<file path="src/rtl/cpu_pkg.sv">
// cpu_pkg: shared encodings and widths for the CPU sequencer
package cpu_pkg;

    typedef enum logic [1:0] {
        ST_FETCH = 2'b00,
        ST_EXEC1 = 2'b10,
        ST_EXEC2 = 2'b01,
        ST_HALT  = 2'b11
    } state_e;

    typedef enum logic [1:0] {
        JS_REG    = 2'b00,
        JS_DIRECT = 2'b01,
        JS_RET    = 2'b10
    } jump_sel_e;

    localparam int INSTR_W = 16;
    localparam int FLAG_W  = 8;

endpackage

</file>
<file path="src/rtl/stack_pointer.sv">
// stack_pointer: saturating stack pointer with sticky overflow flag
module stack_pointer #(
    parameter int SP_W = 4
) (
    input  logic            clk,
    input  logic            reset,
    input  logic            en,
    input  logic            push,
    input  logic            pop,
    output logic [SP_W-1:0] sp,
    output logic            overflow
);

    logic [SP_W-1:0] sp_d, sp_q;
    logic            ovf_d, ovf_q;
    logic            do_push, do_pop;

    // push and pop together cancel; push at full saturates and flags, pop at empty holds
    always_comb begin
        do_push = en & push & ~pop;
        do_pop  = en & pop & ~push;
        sp_d    = (do_push && !(&sp_q)) ? sp_q + 1'b1 : (do_pop && |sp_q) ? sp_q - 1'b1 : sp_q;
        ovf_d   = ovf_q | (do_push & (&sp_q));
    end

    // pointer and sticky flag registers
    always_ff @(posedge clk) begin
        if (reset) begin
            sp_q  <= '0;
            ovf_q <= 1'b0;
        end else begin
            sp_q  <= sp_d;
            ovf_q <= ovf_d;
        end
    end

    assign sp       = sp_q;
    assign overflow = ovf_q;

endmodule

</file>
<file path="src/rtl/cpu_sequencer.sv">
// cpu_sequencer: instruction sequencing FSM with IR, PC, stack pointer and status register
module cpu_sequencer
    import cpu_pkg::*;
#(
    parameter int          ADDR_W   = 10,
    parameter int          SP_W     = 4,
    parameter int unsigned RESET_PC = 0
) (
    input  logic               clk,
    input  logic               reset,
    input  logic               run,
    input  logic [INSTR_W-1:0] instr_rdata,
    input  logic               sm_extra,
    input  logic               stop,
    input  logic               pc_sload,
    input  logic               pc_cnt_en,
    input  logic [1:0]         jump_sel,
    input  logic [ADDR_W-1:0]  reg_target,
    input  logic [ADDR_W-1:0]  ret_addr,
    input  logic               stack_reg_increment,
    input  logic               stack_reg_load,
    input  logic               status_reg_sload,
    input  logic [FLAG_W-1:0]  alu_flags,
    output logic [1:0]         state,
    output logic [INSTR_W-1:0] instruction,
    output logic [ADDR_W-1:0]  pc_addr,
    output logic [SP_W-1:0]    sp,
    output logic [FLAG_W-1:0]  status_reg,
    output logic               stack_overflow,
    output logic               halted
);

    state_e             state_d, state_q;
    logic [INSTR_W-1:0] ir_d, ir_q;
    logic [ADDR_W-1:0]  pc_d, pc_q, jump_target;
    logic [FLAG_W-1:0]  status_d, status_q;
    logic               active;

    assign active = state_q != ST_HALT;

    // next state, IR capture, PC jump/increment and status capture; everything frozen in HALT
    always_comb begin
        jump_target = (jump_sel == JS_DIRECT) ? ir_q[ADDR_W-1:0] : (jump_sel == JS_RET) ? ret_addr : reg_target;
        case (state_q)
            ST_FETCH: state_d = ST_EXEC1;
            ST_EXEC1: state_d = stop ? ST_HALT : sm_extra ? ST_EXEC2 : ST_FETCH;
            ST_EXEC2: state_d = ST_FETCH;
            default:  state_d = run ? ST_FETCH : ST_HALT;
        endcase
        ir_d     = (state_q == ST_FETCH) ? instr_rdata : ir_q;
        pc_d     = !active ? pc_q : pc_sload ? jump_target : pc_cnt_en ? pc_q + 1'b1 : pc_q;
        status_d = (active && status_reg_sload) ? alu_flags : status_q;
    end

    // FSM, IR, PC and status registers
    always_ff @(posedge clk) begin
        if (reset) begin
            state_q  <= ST_FETCH;
            ir_q     <= '0;
            pc_q     <= ADDR_W'(RESET_PC);
            status_q <= '0;
        end else begin
            state_q  <= state_d;
            ir_q     <= ir_d;
            pc_q     <= pc_d;
            status_q <= status_d;
        end
    end

    stack_pointer #(.SP_W(SP_W)) u_stack_pointer (
        .clk      (clk),
        .reset    (reset),
        .en       (active),
        .push     (stack_reg_increment),
        .pop      (stack_reg_load),
        .sp       (sp),
        .overflow (stack_overflow)
    );

    assign state       = state_q;
    assign instruction = ir_q;
    assign pc_addr     = pc_q;
    assign status_reg  = status_q;
    assign halted      = state_q == ST_HALT;

endmodule

</file>
<file path="config.mk">
export PLATFORM = sky130hd
export DESIGN_NAME = cpu_sequencer
export DESIGN_NICKNAME = d
export VERILOG_FILES = /design/src/rtl/cpu_pkg.sv /design/src/rtl/stack_pointer.sv /design/src/rtl/cpu_sequencer.sv
export SDC_FILE = /design/constraint.sdc
export NUM_CORES = 1
export LEC_CHECK = 0
export ABC_CLOCK_PERIOD_IN_PS = 3600
export CAP_MARGIN = 20
export CORE_MARGIN = 3
export CORE_UTILIZATION = 40
export CTS_BUF_LIST = sky130_fd_sc_hd__clkbuf_16
export DETAILED_ROUTE_END_ITERATION = 8
export DONT_BUFFER_PORTS = 1
export GPL_TIMING_DRIVEN = 0
export SLEW_MARGIN = 20
export SYNTH_ARGS = -nofsm -noshare
export SYNTH_HDL_FRONTEND = slang
export SYNTH_HIERARCHICAL = 1
export SYNTH_SLANG_ARGS = --single-unit
</file>
<file path="constraint.sdc">
create_clock -name clk -period 3.6 [get_ports clk]
set_input_delay 0.72 -clock clk [delete_from_list [all_inputs] [get_ports clk]]
set_output_delay 0.72 -clock clk [all_outputs]
set_load 0.005 [all_outputs]
</file>
# Yosys cells after proc, flatten, opt, wreduce, memory -nomap -nowiden
# Index checks and enable logic that the tools add are counted.
# op_classes
add_sub_neg,3
n_mul,0
div_mod_pow,0
magnitude_cmp,0
n_eq_ne,6
shift,0
mux,10
bitwise_logic,8
n_reduce_logical,10
# ops
op,n
$mux W10,4
$add A10 B1 Y10 const B,1
$mux W4,2
$eq A2 B2 Y1 const B,3
$pmux W2 S3,1
$and A1 B1 Y1,5
$add A4 B1 Y4 const B,1
$eq A2 B1 Y1 const B,2
$mux W2,2
$reduce_and A4 Y1,1
$reduce_bool A2 Y1,2
$reduce_or A4 Y1,1
$sub A4 B1 Y4 const B,1
$logic_and A1 B1 Y1,3
$logic_not A2 Y1,1
$ne A2 B2 Y1 const B,1
$not A1 Y1,2
$reduce_and A2 Y1,1
$logic_not A1 Y1,1
$mux W1,1
$or A1 B1 Y1,1
# totals
register_bits,41
latchBits,0
mem_bits_rw,0
mem_bits_ro,0
inputBits,56
output_inout_bits,42
elab_cells,43
n_memories,0

# Longest topological paths before layout
# Gate-level depths: netlist of run 1.
# depth
depth_word,6
ltp_mapped,8
mapped_depth_nobuf,7

# By module
# Netlist of run 1, hierarchy kept.
# modules_own_cells
mod,n_inst,cells_per_inst,area_each_um2,seq_area_each_um2
cpu_sequencer,1,224,1856.8,720.7
stack_pointer,1,35,344.1,100.1

# Worst setup path before layout of run 1
# Ideal clock, no wire load.
# synth_path
kind,input to register
startpoint,input port stack_reg_increment
endpoint,"register u_stack_pointer.sp_q[3], in the netlist u_stack_pointer/sp[3]"
setup_time_ps,123
t_arrival_ps,2187
required_time_ps,3477
setup_slack_ps,1290
cell_stages,7
n_path_buf,0
cell_sequence,nor2b_1 -> nand3_1 -> ha_1 -> a21o_1 -> a21oi_2 -> mux2i_1 -> mux2_1
# synth_between
elab_chain_len,4
word_cells_on_any_way,8
classes_between,mux: 1; bitwise: 4; reduce/logical: 3
# synth_lines
item,line_no,source
"start, declared",cpu_sequencer.sv:20,"input logic stack_reg_increment,"
$and A1 B1 Y1 / $not A1 Y1 (equally long branches),"stack_pointer.sv:20, stack_pointer.sv:21",
"$and A1 B1 Y1, on equally long branches","stack_pointer.sv:20, stack_pointer.sv:21",
$logic_and A1 B1 Y1,stack_pointer.sv:22,sp_d = (do_push && !(&sp_q)) ? sp_q + 1'b1 : (do_pop && |sp_q) ? sp_q - 1'b1 : sp_q;
$mux W4 / $reduce_bool A2 Y1 (equally long branches),--,
"end signal, assigned",stack_pointer.sv:32,sp_q <= sp_d;
"end, declared",stack_pointer.sv:14,"logic [SP_W-1:0] sp_d, sp_q;"
# Several ways; a longest one is shown, not always the timed one.
# A chain may end at the register's enable or synchronous reset.

# Final worst setup path of run 1
# layout_path
startpoint,"register state_q[0], in the netlist state[0]"
endpoint,"register u_stack_pointer.sp_q[3], in the netlist u_stack_pointer/sp[3]"
# layout_between
elab_chain_len,5
word_cells_on_any_way,9
classes_between,eq/ne: 1; mux: 1; bitwise: 4; reduce/logical: 3
# layout_lines
item,line_no,source
"start, declared",cpu_sequencer.sv:33,"state_e state_d, state_q;"
"start signal, assigned",cpu_sequencer.sv:63,state_q <= state_d;
$ne A2 B2 Y1 *,cpu_sequencer.sv:39,assign active = state_q != ST_HALT;
named net active,cpu_sequencer.sv:37,logic active;
"$and A1 B1 Y1, on equally long branches (2 in series)","stack_pointer.sv:20, stack_pointer.sv:21",
$logic_and A1 B1 Y1,stack_pointer.sv:22,
$mux W4 / $reduce_bool A2 Y1 (equally long branches),--,
# The timed path passes the listed nets; every way through them passes the cells marked *.

==> out/metrics.cfg, run 1 <==
[cells_and_area]
nNetsFinal = 326
fillCellCount = 529
layout-drive-gt1-share = 0.127
final_common_cell = nand2_1
synthToLayoutAreaGrowth_pct = 12.8
mostFrequentLayoutCells = 56 x nand2_1, 41 x dfxtp_1, 28 x a21oi_1
diodes = 0
largest_reg_flops = 16

[placement]
place_hpwl_microns = 4390
dp_slack_ns = 1.12
place.gp.congestion = 0.814
port-buffer-count = 0

[setup_path]
end_kind = flip-flop
cp_num_buf_inv = 1
worstSetupStartpointType = flip-flop
slowest_stage = dfxtp_1
crit_start = state[0]$_SDFF_PP0_
cp_max_fo = 10
reg2reg_from = state[0]$_SDFF_PP0_
critPathKind = flip-flop to flip-flop
cp-endpoint = u_stack_pointer/sp[3]$_SDFFE_PP0P_
cp_cell_sequence = buf_2 > nand2_1 > nand3_1 > ha_1 > a21o_1 > a21oi_2 > mux2i_1 > mux2_1
crit_arrival_ns = 2.52
cp.depth = 8
r2r_slack_ns = 1.25
r2r-end = u_stack_pointer/sp[3]$_SDFFE_PP0P_
worstPathRequired_ns = 3.77
path_delay_family = multiplexers
critPathMaxStageDelay_ns = 0.33
r2r_cells = 8

[status]
outcome = complete, no violations

[routing]
via_per_inst = 5.61
ant_nets = 0
drtPass1Iterations = 4
drc_errors = 0
wl_met1_microns = 2370
met2_length_microns = 2610
drt-initial-drc-count = 77
top_layer_used = met4
wl_met3_microns = 673
route.vias.total = 1892
routed_wl_microns = 5660
routedWlPerCell_microns = 16.8

[job]
drv_cap = 0

[sta]
setup_viol = 0
fmax_mhz = 425
worst_pin_slew_ns = 0.581
maxSlewViolCount = 0
maxSlewHeadroom = 0.613
post-route-period-util = 0.653
timing.final.hold_violations = 0
rsz0062_at_grt = no
layout_setup_ws_ns = 1.25
clock_skew_ns = 0.00286
finalCriticalPeriod_ns = 2.35
finalSetupTns_ns = 0

[floorplanning]
die_area_sq_mm = 0.00643
die_h_microns = 80.2
fp-row-count = 26
die_w_microns = 80.2
coreArea_sq_mm = 0.00520
pin_count = 98
initial_core_util = 0.423

[logic_synthesis]
ys.flop_type = dfxtp_1
synthArstFlopShare = 0
ys_types = 51
synth_nets = 319
synth_top_cell_by_area = dfxtp_1
synthesis.area_sq_mm = 0.00220
synth-edff-count = 0
ys_top_cells_by_area = dfxtp_1 37%, nand2_1 9.6%, mux2i_1 9.1%
netlist_instances = 259
syn_avg_cell_area_sq_um = 8.50
yosys_warnings = 6
seq_area_frac_synth = 0.373
synth_top_area_share = 0.373
ys_seq_elements = 41

[clock_network]
numCtsBuffers = 5
clkSlewWorstSetupHoldPaths_ns = 0.06
cts-htree-levels = 2
clock_path_buffers = 2
clock-sinks = 41
cts_tree = built
clock_latency_ns = 0.28
post_cts_buffers = 0
cts_root_buf = clkbuf_16
cts_hold_buf = 0
cts_resized = 0

[power_and_ir_drop]
powerDensity_mw_per_mm2 = 543
p_leak_nw = 0.985
p_total_mw = 1.35
peakVddDrop_v = 0.000334

[global_route]
grt_pass1_wl_microns = 8670
first_global_vias = 1756
grt_max_degree = 15
antenna_found_initial = 0
track_usage = 0.173
grt-ovfl-total = 0

[min_path]
hp-class = flip-flop to flip-flop

## cell families after synthesis
family                     share of synthesized area
xor gates and xnor gates                     0.00398
muxes                                          0.132
AOI/OAI and AO/OA                              0.209
and+or+nand+nor                                0.201
buffers and inverters                         0.0551
adders and majority gates                     0.0262
DFF                                            0.373
## how the worst min path moves through the flow
stage | start | end | slack [ns] | cells past startpoint
after floorplan | instruction[10]$_SDFFE_PP0P_ | instruction[10]$_SDFFE_PP0P_ | 0.45 | 2
after global placement | instruction[11]$_SDFFE_PP0P_ | instruction[11]$_SDFFE_PP0P_ | 0.47 | 2
after detailed placement | instruction[15]$_SDFFE_PP0P_ | instruction[15]$_SDFFE_PP0P_ | 0.47 | 2
after CTS | instruction[15]$_SDFFE_PP0P_ | instruction[15]$_SDFFE_PP0P_ | 0.48 | 2
after global routing | instruction[11]$_SDFFE_PP0P_ | instruction[11]$_SDFFE_PP0P_ | 0.50 | 2
final | instruction[15]$_SDFFE_PP0P_ | instruction[15]$_SDFFE_PP0P_ | 0.47 | 2
## layout make-up
| type | instances | area [sq um] | share of cell area |
|---|---|---|---|
| Inverter | 5 | 18.8 | 0.00756 |
| Clock inverter | 3 | 68.8 | 0.0277 |
| Sequential cell | 41 | 821 | 0.331 |
| Clock buffer | 5 | 125 | 0.0504 |
| Tap cell | 70 | 87.6 | 0.0353 |
| Buffer | 17 | 103 | 0.0413 |
| Multi-Input combinational cell | 196 | 1260 | 0.507 |
## cells in the mapped netlist (all sizes together) (5+ instances only)
cell / n
a21oi: 29
a31oi: 6
buf: 12
clkbuf: 5
dfxtp: 41
inv: 5
mux2: 8
mux2i: 20
nand2: 56
nand3: 5
nor2: 10
nor2b: 5
## layer usage
metal | track usage | up-vias
met5 | 0 | -
met4 | 0.0355 | 0
met3 | 0.0863 | 2
met2 | 0.279 | 81
met1 | 0.207 | 867
li1 | - | 942
## report_power, final
group / total (mW) / switching [mW] / internal, mW / leakage (nW)
Clock: 0.584 / 0.184 / 0.400 / 0.0944
Combinational: 0.214 / 0.110 / 0.104 / 0.552
Sequential: 0.549 / 0.0531 / 0.496 / 0.338
Total: 1.35 / 0.348 / 0.999 / 0.985
## worst min-delay path, stage by stage, from the launching register on
cell and delay, ns:
dfxtp_1 0.32, nand2_1 0.06, a21oi_1 0.05
## stage by stage
stage               instances  hold slack (ns)  area, sq um   util
detailed placement        329            0.468         2290  0.440
floorplan                 259            0.453         2200      -
global route              337            0.500         2480  0.477
finish                    337            0.473         2480  0.477
global placement          329            0.465         2290  0.440
CTS                       337            0.476         2480  0.477
No activity file was read; power rests on OpenSTA's default activity.
==> run 2, diff against run 1 <==
ABC_CLOCK_PERIOD_IN_PS = 1900   (was 3600)
clock period = 1.9 ns   (was 3.6 ns; I/O delays follow)
==> out/metrics.cfg, run 2 (synthesis gave the netlist of run 1 again) <==
[setup_path]
cp_cell_sequence = nand4_1 > nand3_4 > ha_4 > a21o_1 > a21oi_2 > mux2i_1 > mux2_1
critPathMaxStageDelay_ns = 0.40  ; +0.07 ns
cp_num_buf_inv = 0  ; -1
critPathKind = flip-flop to flip-flop
crit_arrival_ns = 2.03  ; -0.49 ns
cp_max_fo = 6  ; -4
worstPathRequired_ns = 2.06  ; -1.71 ns
path_delay_family = multiplexers
slowest_stage = dfxtp_4
end_kind = flip-flop
worstSetupStartpointType = flip-flop

[routing]
drt-initial-drc-count = 146  ; +90%
drtPass1Iterations = 4  ; unchanged
via_per_inst = 5.50  ; -2.1%
route.vias.total = 1875  ; -0.90%
routed_wl_microns = 5740  ; +1.4%
ant_nets = 0  ; unchanged
routedWlPerCell_microns = 16.8  ; +0.24%
drc_errors = 0  ; unchanged

[clock_network]
numCtsBuffers = 5  ; unchanged
cts_hold_buf = 0  ; unchanged
clock-sinks = 41  ; unchanged
cts_root_buf = clkbuf_16
cts_tree = built
clock_path_buffers = 2  ; unchanged
clkSlewWorstSetupHoldPaths_ns = 0.06  ; about the same
cts-htree-levels = 2  ; unchanged
clock_latency_ns = 0.28  ; about the same

[job]
drv_cap = 0  ; unchanged

[sta]
holdWs_ns = 0.173  ; -0.300 ns
timing.final.hold_violations = 0  ; unchanged
fmax_mhz = 536  ; +26%
clock_skew_ns = 0.00781  ; +0.00494 ns
maxSlewHeadroom = 0.602  ; -0.0109
setup_viol = 0  ; unchanged
finalCriticalPeriod_ns = 1.87  ; -0.483 ns
worst_pin_slew_ns = 0.597  ; +0.0164 ns
rsz0062_at_grt = yes
maxSlewViolCount = 0  ; unchanged
post-route-period-util = 0.983  ; +0.330

[floorplanning]
coreArea_sq_mm = 0.00520  ; unchanged
die_w_microns = 80.2  ; unchanged
pin_count = 98  ; unchanged
fp-row-count = 26  ; unchanged
initial_core_util = 0.423  ; unchanged
die_area_sq_mm = 0.00643  ; unchanged
die_h_microns = 80.2  ; unchanged

[global_route]
track_usage = 0.178  ; +0.00478
first_global_vias = 1801  ; +2.6%
antenna_found_initial = 0  ; unchanged
grt_max_degree = 14  ; -1
grt-ovfl-total = 0  ; unchanged
grt_pass1_wl_microns = 9050  ; +4.5%

[power_and_ir_drop]
p_leak_nw = 1.00  ; +1.7%
p_total_mw = 2.43  ; +80%
powerDensity_mw_per_mm2 = 952  ; +75%
peakVddDrop_v = 0.000611  ; +83%

[status]
outcome = complete, no violations

[cells_and_area]
synthToLayoutAreaGrowth_pct = 15.8
fin_area_sq_mm = 0.00255  ; +2.7%
largest_reg_flops = 16  ; unchanged
mostFrequentLayoutCells = 55 x nand2_1, 35 x dfxtp_1, 28 x a21oi_1
diodes = 0  ; unchanged
nNetsFinal = 330  ; +1.2%
final_common_cell = nand2_1
layout-drive-gt1-share = 0.173  ; +0.0461
final_util = 0.490  ; +0.0127

[placement]
place_area_sq_mm = 0.00231  ; +0.87%
port-buffer-count = 0  ; unchanged
place_hpwl_microns = 4290  ; -2.3%
place.gp.congestion = 0.748  ; -8.1%

[min_path]
hp-class = input pin to flip-flop

run 2: final timing paths:
kind	start	to	slack, ns	cells past startpoint
min	reset	u_stack_pointer/overflow$_SDFF_PP0_	0.17	1
max	u_stack_pointer/sp[1]$_SDFFE_PP0P_	u_stack_pointer/sp[3]$_SDFFE_PP0P_	0.03	7
min reg2reg	status_reg[4]$_SDFFE_PP0P_	status_reg[4]$_SDFFE_PP0P_	0.47	2
max reg2reg	u_stack_pointer/sp[1]$_SDFFE_PP0P_	u_stack_pointer/sp[3]$_SDFFE_PP0P_	0.03	7
run 2: cell type report:
cell class	instances	area, sq um
fillers	525	2660
clock inverters	3	42.5
plain buffers	17	109
well taps	70	87.6
multi-input cells	196	1300
flip-flops and latches	41	833
clock buffers	5	125
inverters	5	18.8
repair buffers	4	30.0
run 2: per-layer routing:
metal	vias to the layer above	part of all wire	GRT usage
met2	54	0.47	0.281
met3	6	0.074	0.0538
li1	954	-	-
met1	861	0.45	0.239
met5	-	0	0
met4	0	0.0082	0.0355
run 2: per-stage QoR:
stage,TNS (ns),worst slack (ns),instances
finish,0,0.0327,341
global route,-0.0613,-0.0613,341
CTS,0,0.0190,341
detailed placement,-0.193,-0.193,329
global placement,-0.154,-0.154,329
floorplan,0,0.00705,259
run 2: power breakdown:
part           internal (mW)  leakage [nW]  total [mW]  switching, mW
Combinational          0.206         0.576       0.419          0.213
Clock                  0.617        0.0852       0.952          0.335
Sequential             0.948         0.341        1.06          0.108
run 2: timing repair:
action	in CTS	in global routing
pin swaps	4	1
resized for setup	9	1
endpoints found under the setup margin	1	1
setup buffers	4	0
endpoints found under the hold margin	0	0
==> run 3, diff against run 2 <==
SLEW_MARGIN = 30   (was 20)
==> results of run 3 <==
The final DEF is identical to that of run 2; final timing and power are the same.
